$ cat src/rtl/core_scheduler.sv
// core_scheduler: per-core control FSM. It walks one instruction at a time
// through FETCH, DECODE, REQUEST, WAIT, EXECUTE and WRITEBACK. It also holds
// the converged program counter, latches normal completion (RET) and aborts
// with an error flag if the memory wait stalls for too long.
//
// Fetch handshake: fetch_req is high for every cycle the core is in FETCH.
// The fetcher raises fetch_done once the instruction for current_pc is
// latched. FETCH is left on the first clock edge that samples fetch_req and
// fetch_done both high. There is no timeout on that wait.
module core_scheduler #(
    parameter int THREADS      = 4,
    parameter int WAIT_TIMEOUT = 255
) (
    input  logic               clk,
    input  logic               reset,
    input  logic               start,
    input  logic [2:0]         thread_count,
    input  logic               fetch_done,
    input  logic               decoded_ret,
    input  logic [THREADS-1:0] lsu_busy,
    input  logic [7:0]         next_pc,
    output logic [2:0]         core_state,
    output logic               fetch_req,
    output logic [7:0]         current_pc,
    output logic               done,
    output logic               error
);

    localparam logic [2:0] CORE_IDLE      = 3'd0;
    localparam logic [2:0] CORE_FETCH     = 3'd1;
    localparam logic [2:0] CORE_DECODE    = 3'd2;
    localparam logic [2:0] CORE_REQUEST   = 3'd3;
    localparam logic [2:0] CORE_WAIT      = 3'd4;
    localparam logic [2:0] CORE_EXECUTE   = 3'd5;
    localparam logic [2:0] CORE_WRITEBACK = 3'd6;
    localparam logic [2:0] CORE_DONE      = 3'd7;

    // Last counter value allowed in WAIT. The counter starts at 0 on WAIT
    // entry, so WAIT lasts at most WAIT_TIMEOUT cycles.
    localparam logic [7:0] WAIT_LAST = 8'(WAIT_TIMEOUT - 1);

    logic [2:0]         r_state;
    logic [2:0]         w_next_state;
    logic [7:0]         r_pc;
    logic [7:0]         r_wait_cnt;
    logic               r_done;
    logic               r_error;
    logic [THREADS-1:0] w_mask;
    logic               w_lanes_idle;
    logic               w_wait_expired;

    // Active-lane mask: lane i takes part iff i < thread_count. Counts above
    // THREADS therefore saturate to all lanes, and a count of 0 gives no lanes.
    always_comb begin
        w_mask = '0;
        for (int i = 0; i < THREADS; i++) begin
            w_mask[i] = ({29'd0, thread_count} > 32'(i));
        end
    end

    assign w_lanes_idle   = ((lsu_busy & w_mask) == '0);
    assign w_wait_expired = (r_wait_cnt == WAIT_LAST);

    // State register: one registered transition per clock. Reset drops any
    // instruction in flight.
    always_ff @(posedge clk or posedge reset) begin
        if (reset) begin
            r_state <= CORE_IDLE;
        end else begin
            r_state <= w_next_state;
        end
    end

    // Next-state logic. In WAIT, the lanes-idle exit wins over the timeout.
    always_comb begin
        w_next_state = r_state;
        case (r_state)
            CORE_IDLE:      if (start) w_next_state = CORE_FETCH;
            CORE_FETCH:     if (fetch_done) w_next_state = CORE_DECODE;
            CORE_DECODE:    w_next_state = CORE_REQUEST;
            CORE_REQUEST:   w_next_state = CORE_WAIT;
            CORE_WAIT: begin
                if (w_lanes_idle) begin
                    w_next_state = CORE_EXECUTE;
                end else if (w_wait_expired) begin
                    w_next_state = CORE_DONE;
                end
            end
            CORE_EXECUTE:   w_next_state = CORE_WRITEBACK;
            CORE_WRITEBACK: w_next_state = decoded_ret ? CORE_DONE : CORE_FETCH;
            CORE_DONE:      w_next_state = CORE_DONE;
            default:        w_next_state = CORE_IDLE;
        endcase
    end

    // Datapath registers: the PC, the WAIT counter and the sticky completion
    // flags. They update in step with the state they belong to.
    always_ff @(posedge clk or posedge reset) begin
        if (reset) begin
            r_pc       <= 8'd0;
            r_wait_cnt <= 8'd0;
            r_done     <= 1'b0;
            r_error    <= 1'b0;
        end else begin
            case (r_state)
                CORE_IDLE: begin
                    if (start) r_pc <= 8'd0;
                end
                CORE_REQUEST: begin
                    r_wait_cnt <= 8'd0;
                end
                CORE_WAIT: begin
                    if (!w_lanes_idle) begin
                        if (w_wait_expired) begin
                            r_error <= 1'b1;
                        end else begin
                            r_wait_cnt <= r_wait_cnt + 8'd1;
                        end
                    end
                end
                CORE_WRITEBACK: begin
                    // The lanes supply the next PC. No wrap or increment is
                    // applied here.
                    if (decoded_ret) begin
                        r_done <= 1'b1;
                    end else begin
                        r_pc <= next_pc;
                    end
                end
                default: ;
            endcase
        end
    end

    // Output decode. fetch_req is the only output not taken straight from a
    // register.
    always_comb begin
        core_state = r_state;
        fetch_req  = (r_state == CORE_FETCH);
        current_pc = r_pc;
        done       = r_done;
        error      = r_error;
    end

endmodule

$ cat config.mk
export PLATFORM = sky130hd
export DESIGN_NAME = core_scheduler
export DESIGN_NICKNAME = d
export VERILOG_FILES = /design/src/rtl/core_scheduler.sv
export SDC_FILE = /design/constraint.sdc
export NUM_CORES = 1
export LEC_CHECK = 0
export ABC_AREA = 1
export CAP_MARGIN = 20
export CORE_UTILIZATION = 48
export DETAILED_ROUTE_END_ITERATION = 12
export HOLD_SLACK_MARGIN = 0.06
export PLACE_DENSITY_LB_ADDON = 0.15
export SYNTH_ARGS = -nofsm -noshare
export SYNTH_HDL_FRONTEND = slang
export SYNTH_SLANG_ARGS = --single-unit
$ cat constraint.sdc
create_clock -name clk -period 1.8 [get_ports clk]
set_clock_uncertainty 0.2 [all_clocks]
set_input_delay 0.18 -clock clk [delete_from_list [all_inputs] [get_ports clk]]
set_output_delay 0.18 -clock clk [all_outputs]
set_load 0.05 [all_outputs]
==> metrics.cfg, run 1 <==
[run_status]
status=finished clean

[place]
io_buffers=33
post-place-ws_ns=0.1128
place_hpwl_um=1888
gp_congestion=0.7658

[sta]
period_needed_ns=1.685
finalMaxSlewViolations=0
setup_slack_ns=0.1147
worst_pin_slew_ns=0.2696
setup_viol=0
max_freq_mhz=593.4
slew_headroom_pct=82.02
post-route-period-util_pct=93.63
hold_ws_ns=0.2343
hold_viol=0

[die]
pin_count=34
die_area_mm2=0.002904
core-area_mm2=0.002500
chipWidth_um=53.89
initial_core_util_pct=51.70
die_h_um=53.89
rows=18

[worst_setup_path]
worst-path-buf-inv=1
worstPathMaxFanout=7
cp_slowest_cell=dfrtp_1
cp.required_ns=1.84
crit_type=flop to flop
cp-start-kind=flop
crit_chain=inv_1 -> ha_1 -> nand2_1 -> nor2_1 -> nand2_2 -> nand2_2 -> nand2_2 -> nand2_4 -> nand2_2 -> o21ai_2
endpoint=r_wait_cnt[1]
cp-end-kind=flop
regToRegSetupSlack_ns=0.11
cp_common_cell=nand2_2
r2r_cells=10
arrival_ns=1.73
slowest_delay_ns=0.42
r2r_end=r_wait_cnt[1]
startpoint=r_wait_cnt[0]
critPathTopFamily=simple AND/OR/NAND/NOR gates
cp.depth=10
r2r-start=r_wait_cnt[0]

[layout]
layout_common_cells=45 x nand2_1, 19 x clkdlybuf4s50_1, 18 x dfrtp_1
syn_to_final_growth_pct=30.40
final_common_cell=nand2_1
final_nets=220
n_antenna_cell=0
layout-drive-gt1-share_pct=31.47

[global_route]
grt_pass1_wl_um=3988
first_global_vias=1022
overflow=0
grt_usage_pct=19.04
grt_max_degree=22
antenna_found_initial=0

[yosys]
ys_seq_area_share_pct=40.66
synth_area_leaders=dfrtp_1 41%, nand2_1 13%, o21ai_2 10%, nand3_1 5.8%, inv_1 4.9%
synth.net_count=181
ys_ff_latch=21
synth_top_cell_by_area=dfrtp_1
synthCells=159
synth_top_cell_area_share_pct=40.66
async_flop_share_pct=100.0
synth_top_flop_cell=dfrtp_1
synth_warnings=0
syn_area_mm2=0.001292
synth_edf_count=0
syn_avg_cell_area_um2=8.129
ys_types=25

[drt]
wirelength_um=2589
drcViolationCount=0
wl_per_cell_um=11.41
vias=1136
ant_nets=0
dr.pass1.iters=4
viasPerCell=5.004
drtIter0Drc=15

[flow_run]
cap_viol_max_count=0

[clock_network]
cts_tree=built
cts.clk_slew.worst_paths_ns=0.12
htreeDepth=1
cts_buffers=3
cts_root_buffer=clkbuf_4
cts.sinks=21
clockBufferDepth=2
clock_latency_ns=0.30

[power_and_ir_drop]
power.density_mw_per_mm2=1403
power_leakage_nw=0.8083
ir_worst_vdd_uv=1102

[hold_path]
hold_path.class=input pin to flop

## layer usage
metal  GRT usage (%)  vias up  routed length (um)
met4           9.211        0                  12
met2           33.74       28                1309
met5               0        -                   0
li1                -      578                   -
met3           3.107        2                 109
met1           21.95      528                1158
## area by class of cell
type                    count  area (um^2)
fillers                   211        814.5
flip-flops and latches     21        529.3
clock buffers               4        26.28
multi-input cells         117        691.9
inverters                  20        75.07
well taps                  30        37.54
repair buffers             35        325.3
## sequential cells by signal, indices dropped and copies added (netlist names)
| name | flops |
|---|---|
| error | 1 |
| done | 1 |
| current_pc | 8 |
| r_wait_cnt | 8 |
| core_state | 3 |
## stage by stage
step | TNS, ns | utilization (%) | std cells | cell area (um^2) | total power [mW]
finish | 0 | 67.42 | 227 | 1685 | 2.365
global route | -0.005533 | 67.42 | 227 | 1685 | 2.528
floorplan | 0 | - | 159 | 1308 | 1.833
detailed placement | 0 | 65.17 | 221 | 1629 | 2.112
global placement | 0 | 65.17 | 221 | 1629 | 2.079
CTS | 0 | 66.62 | 226 | 1665 | 2.347
## tightest hold or removal path, stage by stage
cell and delay (ns):
clkdlybuf4s50_1 0.40, nand2_1 0.08, o21ai_2 0.06
## where the power goes
group / internal [mW] / total (mW) / switching (mW) / leakage, nW
combinational: 0.442 / 1.43 / 0.988 / 0.518
sequential: 0.590 / 0.709 / 0.119 / 0.275
clock: 0.0863 / 0.226 / 0.140 / 0.0150
total: 1.12 / 2.37 / 1.25 / 0.808
## cell usage after synthesis (2+ instances only)
| library cell | number |
|---|---|
| dfrtp_1 | 21 |
| ha_1 | 2 |
| inv_1 | 17 |
| inv_2 | 3 |
| nand2_1 | 45 |
| nand2_2 | 10 |
| nand3_1 | 15 |
| nor2_1 | 9 |
| nor2_2 | 2 |
| o21ai_0 | 5 |
| o21ai_2 | 15 |
| or2_2 | 2 |
## how the worst min path moves through the flow
| stage | cells after the start | from | slack [ns] | to |
|---|---|---|---|---|
| 2_1_floorplan | 1 | reset | -0.04 | current_pc[0] |
| 6_report | 3 | next_pc[0] | 0.23 | current_pc[0] |
| 5_1_grt | 3 | next_pc[0] | 0.23 | current_pc[0] |
| 3_5_place_dp | 2 | done | 0.25 | done |
| 4_1_cts | 3 | next_pc[0] | 0.22 | current_pc[0] |
| 3_3_place_gp | 2 | done | 0.25 | done |
## cells by family (layout without fill, tap and decap cells)
kind of cell               after synthesis  in the layout  synth area share (%)
and+or+nand+nor                         91             92                 35.24
AOI/OAI and AO/OA                       22             22                 13.26
buffers and inverters                   22             59                 8.228
DFF                                     21             21                 40.66
adders and majority gates                2              2                 1.936
xor gates and xnor gates                 1              1                0.6778
## what timing repair did
action | 4_1_cts | 5_1_grt
hold buffers | 1 | 0
endpoints found under the setup margin | 0 | 8
resized for setup | 0 | 1
setup buffers | 0 | 0
endpoints found under the hold margin | 21 | 0
Note: power is estimated with default switching activity, not from simulation.
==> run 2: changes to the inputs <==
--- a/config.mk
+++ b/config.mk
@@ -10,7 +10,7 @@
 export CORE_UTILIZATION = 48
 export DETAILED_ROUTE_END_ITERATION = 12
 export HOLD_SLACK_MARGIN = 0.06
-export PLACE_DENSITY_LB_ADDON = 0.15
+export PLACE_DENSITY = 0.8
 export SYNTH_ARGS = -nofsm -noshare
 export SYNTH_HDL_FRONTEND = slang
 export SYNTH_SLANG_ARGS = --single-unit
==> constraint.sdc (replaced) <==
create_clock -name clk -period 1.6 [get_ports clk]
set_clock_uncertainty 0.2 [all_clocks]
set_input_delay 0.16 -clock clk [delete_from_list [all_inputs] [get_ports clk]]
set_output_delay 0.16 -clock clk [all_outputs]
set_load 0.05 [all_outputs]
==> run 2 against run 1 <==
The flow now finishes with violations (setup timing). Sequential cell count stayed put. Global-route usage is 4.3 points higher. Clock-buffer cell count is 1 lower. Routed wire length is 29% higher. Sequential power is 17% higher. Core utilization is 15 points higher. Clock power is 17% higher. Non-clock buffer count is 14 higher. Final area is 22% higher. Critical path depth is 2 lower. Hold slack worse by 0.041 ns. Critical endpoint is now core_state[0].
==> metrics.cfg, run 2 (synthesis results as in run 1) <==
[global_route]
grt_pass1_wl_um=4809  ; +21%
grt_usage_pct=23.34  ; +4.3 points
antenna_found_initial=0  ; unchanged
overflow=0  ; unchanged
grt_max_degree=22  ; unchanged
first_global_vias=1191  ; +17%

[power_and_ir_drop]
comb_power_share_pct=69.2  ; +8.7 points
internal_power_mw=1.813  ; +62%
power_leakage_nw=0.9427  ; +17%
pwr-share-seq_pct=23.4  ; -6.6 points
ir_worst_vdd_uv=1463  ; +33%
switching_share_pct=48.80  ; -3.9 points
finalPower_mw=3.541  ; +50%
power.density_mw_per_mm2=1717  ; +22%
p_switching_mw=1.728  ; +39%
p_clk_share_pct=7.5  ; -2.1 points

[die]
die_area_mm2=0.002904  ; unchanged
die_h_um=53.89  ; unchanged
initial_core_util_pct=51.70  ; unchanged
rows=18  ; unchanged
pin_count=34  ; unchanged
chipWidth_um=53.89  ; unchanged
core-area_mm2=0.002500  ; unchanged

[sta]
slew_headroom_pct=80.52  ; -1.5 points
setup_slack_ns=-0.004932  ; -0.1196 ns
rsz0062_at_grt=yes
period_needed_ns=1.605  ; -0.08042 ns
finalMaxSlewViolations=0  ; unchanged
post-route-period-util_pct=100.3  ; +6.7 points
hold_viol=0  ; unchanged
hold_ws_ns=0.1935  ; -0.04076 ns
max_freq_mhz=623.1  ; +5.0%
worst_pin_slew_ns=0.2913  ; +0.02171 ns
setup_viol=1  ; +1

[place]
place_hpwl_um=2189  ; +16%
gp_congestion=0.8066  ; +5.3%
dp_cells=228  ; +3.2%
post_dp_cell_area_mm2=0.001847  ; +13%
io_buffers=33  ; unchanged

[clock_network]
cts_buffers=3  ; unchanged
htreeDepth=1  ; unchanged
cts_tree=built
clockBufferDepth=2  ; unchanged
clock_latency_ns=0.31  ; about the same
cts_root_buffer=clkbuf_4
cts.clk_slew.worst_paths_ns=0.13  ; about the same
cts.sinks=21  ; unchanged

[layout]
fin_cells=242  ; +6.6%
final_nets=235  ; +6.8%
syn_to_final_growth_pct=59.54
n_antenna_cell=0  ; unchanged
final_area_mm2=0.002062  ; +22%
layout_common_cells=33 x nand2_1, 20 x nand2_2, 19 x clkdlybuf4s50_1
layout-drive-gt1-share_pct=43.87  ; +12 points
final_common_cell=nand2_1

[worst_setup_path]
worstPathMaxFanout=3  ; -4
crit_chain=buf_6 -> nor2_4 -> nand2_2 -> or2_4 -> nand2_2 -> inv_2 -> nand3_2 -> nand2_1
cp-end-kind=flop
slowest_delay_ns=0.45  ; +0.03 ns
crit_type=flop to flop
cp.required_ns=1.60  ; -0.24 ns
arrival_ns=1.60  ; -0.13 ns
cp_common_cell=nand2_2
cp_slowest_cell=dfrtp_2
cp-start-kind=flop
r2r_cells=8  ; -2

[drt]
wl_per_cell_um=13.83  ; +21%
viasPerCell=5.136  ; +2.6%
drtIter0Drc=22  ; +7
vias=1243  ; +9.4%
wirelength_um=3348  ; +29%
dr.pass1.iters=4  ; unchanged
drcViolationCount=0  ; unchanged
ant_nets=0  ; unchanged

[flow_run]
cap_viol_max_count=0  ; unchanged

[hold_path]
hold_path.class=input pin to flop
whs_path_depth=3  ; unchanged

[run_status]
violations=setup timing
status=finished, violations left

-- run 2: changes by cell type in the layout (fill, tap and decap cells not counted), sizes merged --
cell,delta
buf,+14
clkbuf,-1
clkinv,+1
nand3,+1
-- run 2: through the flow --
step / TNS (ns) / utilization [%] / setup WS, ns
finish: -0.004932 / 82.48 / -0.004932
global route: -0.7667 / 82.48 / -0.08738
CTS: -0.02901 / 77.08 / -0.02901
detailed placement: -0.06237 / 73.87 / -0.02165
global placement: 0 / 73.87 / 0.04580
floorplan: -0.7537 / - / -0.1961
-- run 2: area by class of cell --
| cell class | count | area [um^2] |
|---|---|---|
| fillers | 136 | 437.9 |
| clock buffers | 3 | 22.52 |
| inverters | 20 | 80.08 |
| repair buffers | 49 | 600.6 |
| flip-flops and latches | 21 | 529.3 |
| multi-input cells | 118 | 787.0 |
| well taps | 30 | 37.54 |
| clock inverters | 1 | 5.005 |
-- run 2: what timing repair did --
| item | 4_1_cts | 5_1_grt |
|---|---|---|
| resized for setup | 4 | 22 |
| pin swaps | 1 | 6 |
| cloned | 1 | 1 |
| buffers inserted | 1 | 6 |
| hold buffers | 1 | 0 |
| setup endpoints to repair | 5 | 19 |
| endpoints found under the hold margin | 21 | 0 |
-- run 2: critical path, delay by kind of cell (launching register included) --
| kind | cells | cell delay, ns |
|---|---|---|
| buf+inv | 2 | 0.18 |
| flops | 1 | 0.45 |
| simple gates | 6 | 0.69 |
-- run 2: final timing paths --
check                      slack [ns]          start             to
setup / recovery               -0.005  core_state[1]  core_state[0]
hold / removal                   0.19     next_pc[1]  current_pc[1]
setup reg to reg               -0.005  core_state[1]  core_state[0]
hold reg to reg                  0.35  r_wait_cnt[7]  r_wait_cnt[7]
max in group asynchronous        0.44          reset  core_state[2]
min in group asynchronous        0.51          reset  r_wait_cnt[4]
-- run 2: layer usage --
metal  wire length [um]  vias up  global-route usage (%)
met2               1945       23                   45.47
met5                  0        -                       0
met1               1298      603                   24.30
li1                   -      615                       -
met4                 10        0                   9.211
met3                 94        2                   3.672
-- run 2: power by group through the flow --
stage / Clock [mW] / Sequential, mW / Combinational [mW]
after global routing: 0.293 / 0.840 / 2.59
final: 0.264 / 0.828 / 2.45
after CTS: 0.271 / 0.816 / 2.15
after detailed placement: 0 / 0.828 / 2.02
after floorplan: 0 / 1.17 / 0.914
after global placement: 0 / 0.819 / 1.96
==> run 3: changes to the inputs <==
--- a/config.mk
+++ b/config.mk
@@ -7,10 +7,10 @@
 export LEC_CHECK = 0
 export ABC_AREA = 1
 export CAP_MARGIN = 20
-export CORE_UTILIZATION = 48
+export CORE_UTILIZATION = 45
 export DETAILED_ROUTE_END_ITERATION = 12
 export HOLD_SLACK_MARGIN = 0.06
-export PLACE_DENSITY = 0.8
+export PLACE_DENSITY = 0.76
 export SYNTH_ARGS = -nofsm -noshare
 export SYNTH_HDL_FRONTEND = slang
 export SYNTH_SLANG_ARGS = --single-unit
==> constraint.sdc (replaced) <==
create_clock -name clk -period 1.6 [get_ports clk]
set_clock_uncertainty 0.2 [all_clocks]
set_input_delay 0.32 -clock clk [delete_from_list [all_inputs] [get_ports clk]]
set_output_delay 0.32 -clock clk [all_outputs]
set_load 0.05 [all_outputs]
==> run 3 against run 2 <==
Register-to-register slack got worse by 0.09 ns. Critical path depth fell by 5. Non-clock buffer count did not move. Routed wire length fell by 0.90%. The run still ends with setup timing left. Final area rose by 1.8%. Sequential cell count did not move. Highest routed layer unchanged. Largest power group unchanged. Combinational power rose by 4%. Core utilization fell by 5.7 points.
==> metrics.cfg, run 3 (synthesis results as in run 1) <==
[worst_setup_path]
cp.required_ns=1.08  ; -0.52 ns
worstPathMaxFanout=2  ; -1
critPathTopFamily=flip-flops
cp-end-kind=primary output
slowest_delay_ns=0.45  ; about the same
crit_chain=buf_6 -> nor3_4 -> buf_12
cp-start-kind=flop
crit_type=flop to primary output
arrival_ns=1.23  ; -0.37 ns
worst-path-buf-inv=2  ; unchanged
cp_slowest_cell=dfrtp_2

[sta]
period_needed_ns=1.753  ; +0.1480 ns
slew_headroom_pct=81.25  ; +0.72 points
finalMaxSlewViolations=0  ; unchanged
max_freq_mhz=570.5  ; -8.4%
worst_pin_slew_ns=0.2813  ; -0.01003 ns
post-route-period-util_pct=109.6  ; +9.2 points
tns_ns=-0.9387  ; -0.9338 ns
setup_viol=13  ; +12
rsz0062_at_grt=yes
setup_slack_ns=-0.1529  ; -0.1480 ns
hold_viol=0  ; unchanged
hold_ws_ns=0.1293  ; -0.06423 ns

[clock_network]
cts.clk_slew.worst_paths_ns=0.13  ; about the same
htreeDepth=1  ; unchanged
clockBufferDepth=2  ; unchanged
cts_buffers=3  ; unchanged
cts.sinks=21  ; unchanged
clock_latency_ns=0.31  ; about the same
cts_root_buffer=clkbuf_4
cts_tree=built

[die]
pin_count=34  ; unchanged
initial_core_util_pct=47.28  ; -4.4 points
die_area_mm2=0.003090  ; +6.4%
die_h_um=55.59  ; +3.2%
rows=19  ; +1
chipWidth_um=55.59  ; +3.2%
core-area_mm2=0.002734  ; +9.4%

[place]
io_buffers=33  ; unchanged
post_dp_cell_area_mm2=0.001848  ; about the same
place_hpwl_um=2131  ; -2.7%
gp_congestion=0.7898  ; -2.1%

[power_and_ir_drop]
internal_power_mw=1.853  ; +2.2%
switching_share_pct=49.16  ; +0.37 points
power_leakage_nw=0.9750  ; +3.4%
pwr-share-seq_pct=22.5  ; -0.9 points
finalPower_mw=3.645  ; +2.9%
power.density_mw_per_mm2=1736  ; +1.1%
p_switching_mw=1.792  ; +3.7%
comb_power_share_pct=70.0  ; +0.8 points
ir_worst_vdd_uv=1798  ; +23%
p_clk_share_pct=7.5  ; about the same

[flow_run]
cap_viol_max_count=0  ; unchanged

[global_route]
first_global_vias=1206  ; +1.3%
grt_pass1_wl_um=5237  ; +8.9%
grt_usage_pct=21.41  ; -1.9 points
overflow=0  ; unchanged
grt_max_degree=22  ; unchanged
groute.layer.met1.usage_pct=26.03  ; +1.7 points
globalRouteMet3Util_pct=3.953  ; +0.28 points
antenna_found_initial=0  ; unchanged
busiest_layer=met2
grt_use_met2_pct=36.32  ; -9.2 points

[drt]
drtIter0Drc=40  ; +82%
wl_per_cell_um=13.65  ; -1.3%
dr.pass1.iters=6  ; +2
wirelength_um=3318  ; -0.90%
vias=1274  ; +2.5%
viasPerCell=5.243  ; +2.1%
ant_nets=0  ; unchanged
drcViolationCount=0  ; unchanged

[layout]
final_area_mm2=0.002100  ; +1.8%
layout-drive-gt1-share_pct=46.23  ; +2.4 points
n_antenna_cell=0  ; unchanged
syn_to_final_growth_pct=62.44
final_nets=235  ; unchanged
final_common_cell=nand2_1
layout_common_cells=30 x nand2_1, 19 x clkdlybuf4s50_1, 18 x dfrtp_1

[run_status]
status=finished, violations left
violations=setup timing

[hold_path]
hold_path.class=input pin to async pin

## run 3: cell count changes in the layout (fill, tap and decap cells not counted), moves of 2 or more
| cell | delta |
|---|---|
| nand2_2 | -3 |
| inv_2 | +2 |
| nand2_4 | +7 |
| buf_6 | +2 |
| inv_4 | -2 |
| nand2_1 | -3 |
## run 3: layout make-up
class / instances / area, um^2
Multi-Input combinational cell: 118 / 818.3
Fill cell: 178 / 634.4
Timing Repair Buffer: 49 / 605.6
Sequential cell: 21 / 529.3
Inverter: 20 / 80.08
Tap cell: 31 / 38.79
Clock buffer: 3 / 22.52
Clock inverter: 1 / 5.005
## run 3: final timing paths
kind,cells past startpoint,end,from,slack [ns]
max reg2reg,9,r_wait_cnt[6],core_state[0],-0.09
min reg2reg,2,done,done,0.36
max in group asynchronous,3,core_state[1],reset,0.83
min,3,r_wait_cnt[3],reset,0.13
max,3,fetch_req,core_state[1],-0.15
min in group clk,3,current_pc[1],next_pc[1],0.35
## run 3: routing by layer
metal / wire length [um] / share of wire [%]
met1: 1281 / 39
met2: 1773 / 53
met3: 149 / 4.5
met4: 113 / 3.4
met5: 0 / 0
## run 3: power by group through the flow
stage,combinational [mW],sequential (mW),clock [mW]
after floorplan,0.914,1.17,0
after global routing,2.71,0.836,0.299
final,2.55,0.820,0.273
after CTS,2.18,0.824,0.272
after global placement,1.94,0.834,0
after detailed placement,1.98,0.840,0
## run 3: per-stage QoR
| step | instances | setup slack, ns | util (%) |
|---|---|---|---|
| global route | 243 | -0.2071 | 76.80 |
| CTS | 237 | -0.1839 | 71.35 |
| detailed placement | 229 | -0.1964 | 67.60 |
| floorplan | 159 | -0.1961 | - |
| global placement | 229 | -0.1133 | 67.60 |
| finish | 243 | -0.1529 | 76.80 |
## run 3: repair_timing
action,CTS,global route
gates cloned,2,0
pin swaps,3,9
endpoints found under the setup margin,7,21
resized for setup,7,30
buffers inserted,2,6
hold buffers,0,0
## run 3: tightest hold or removal path: stages
cell and delay (ns):
clkdlybuf4s50_1 0.40, inv_1 0.05, buf_4 0.28
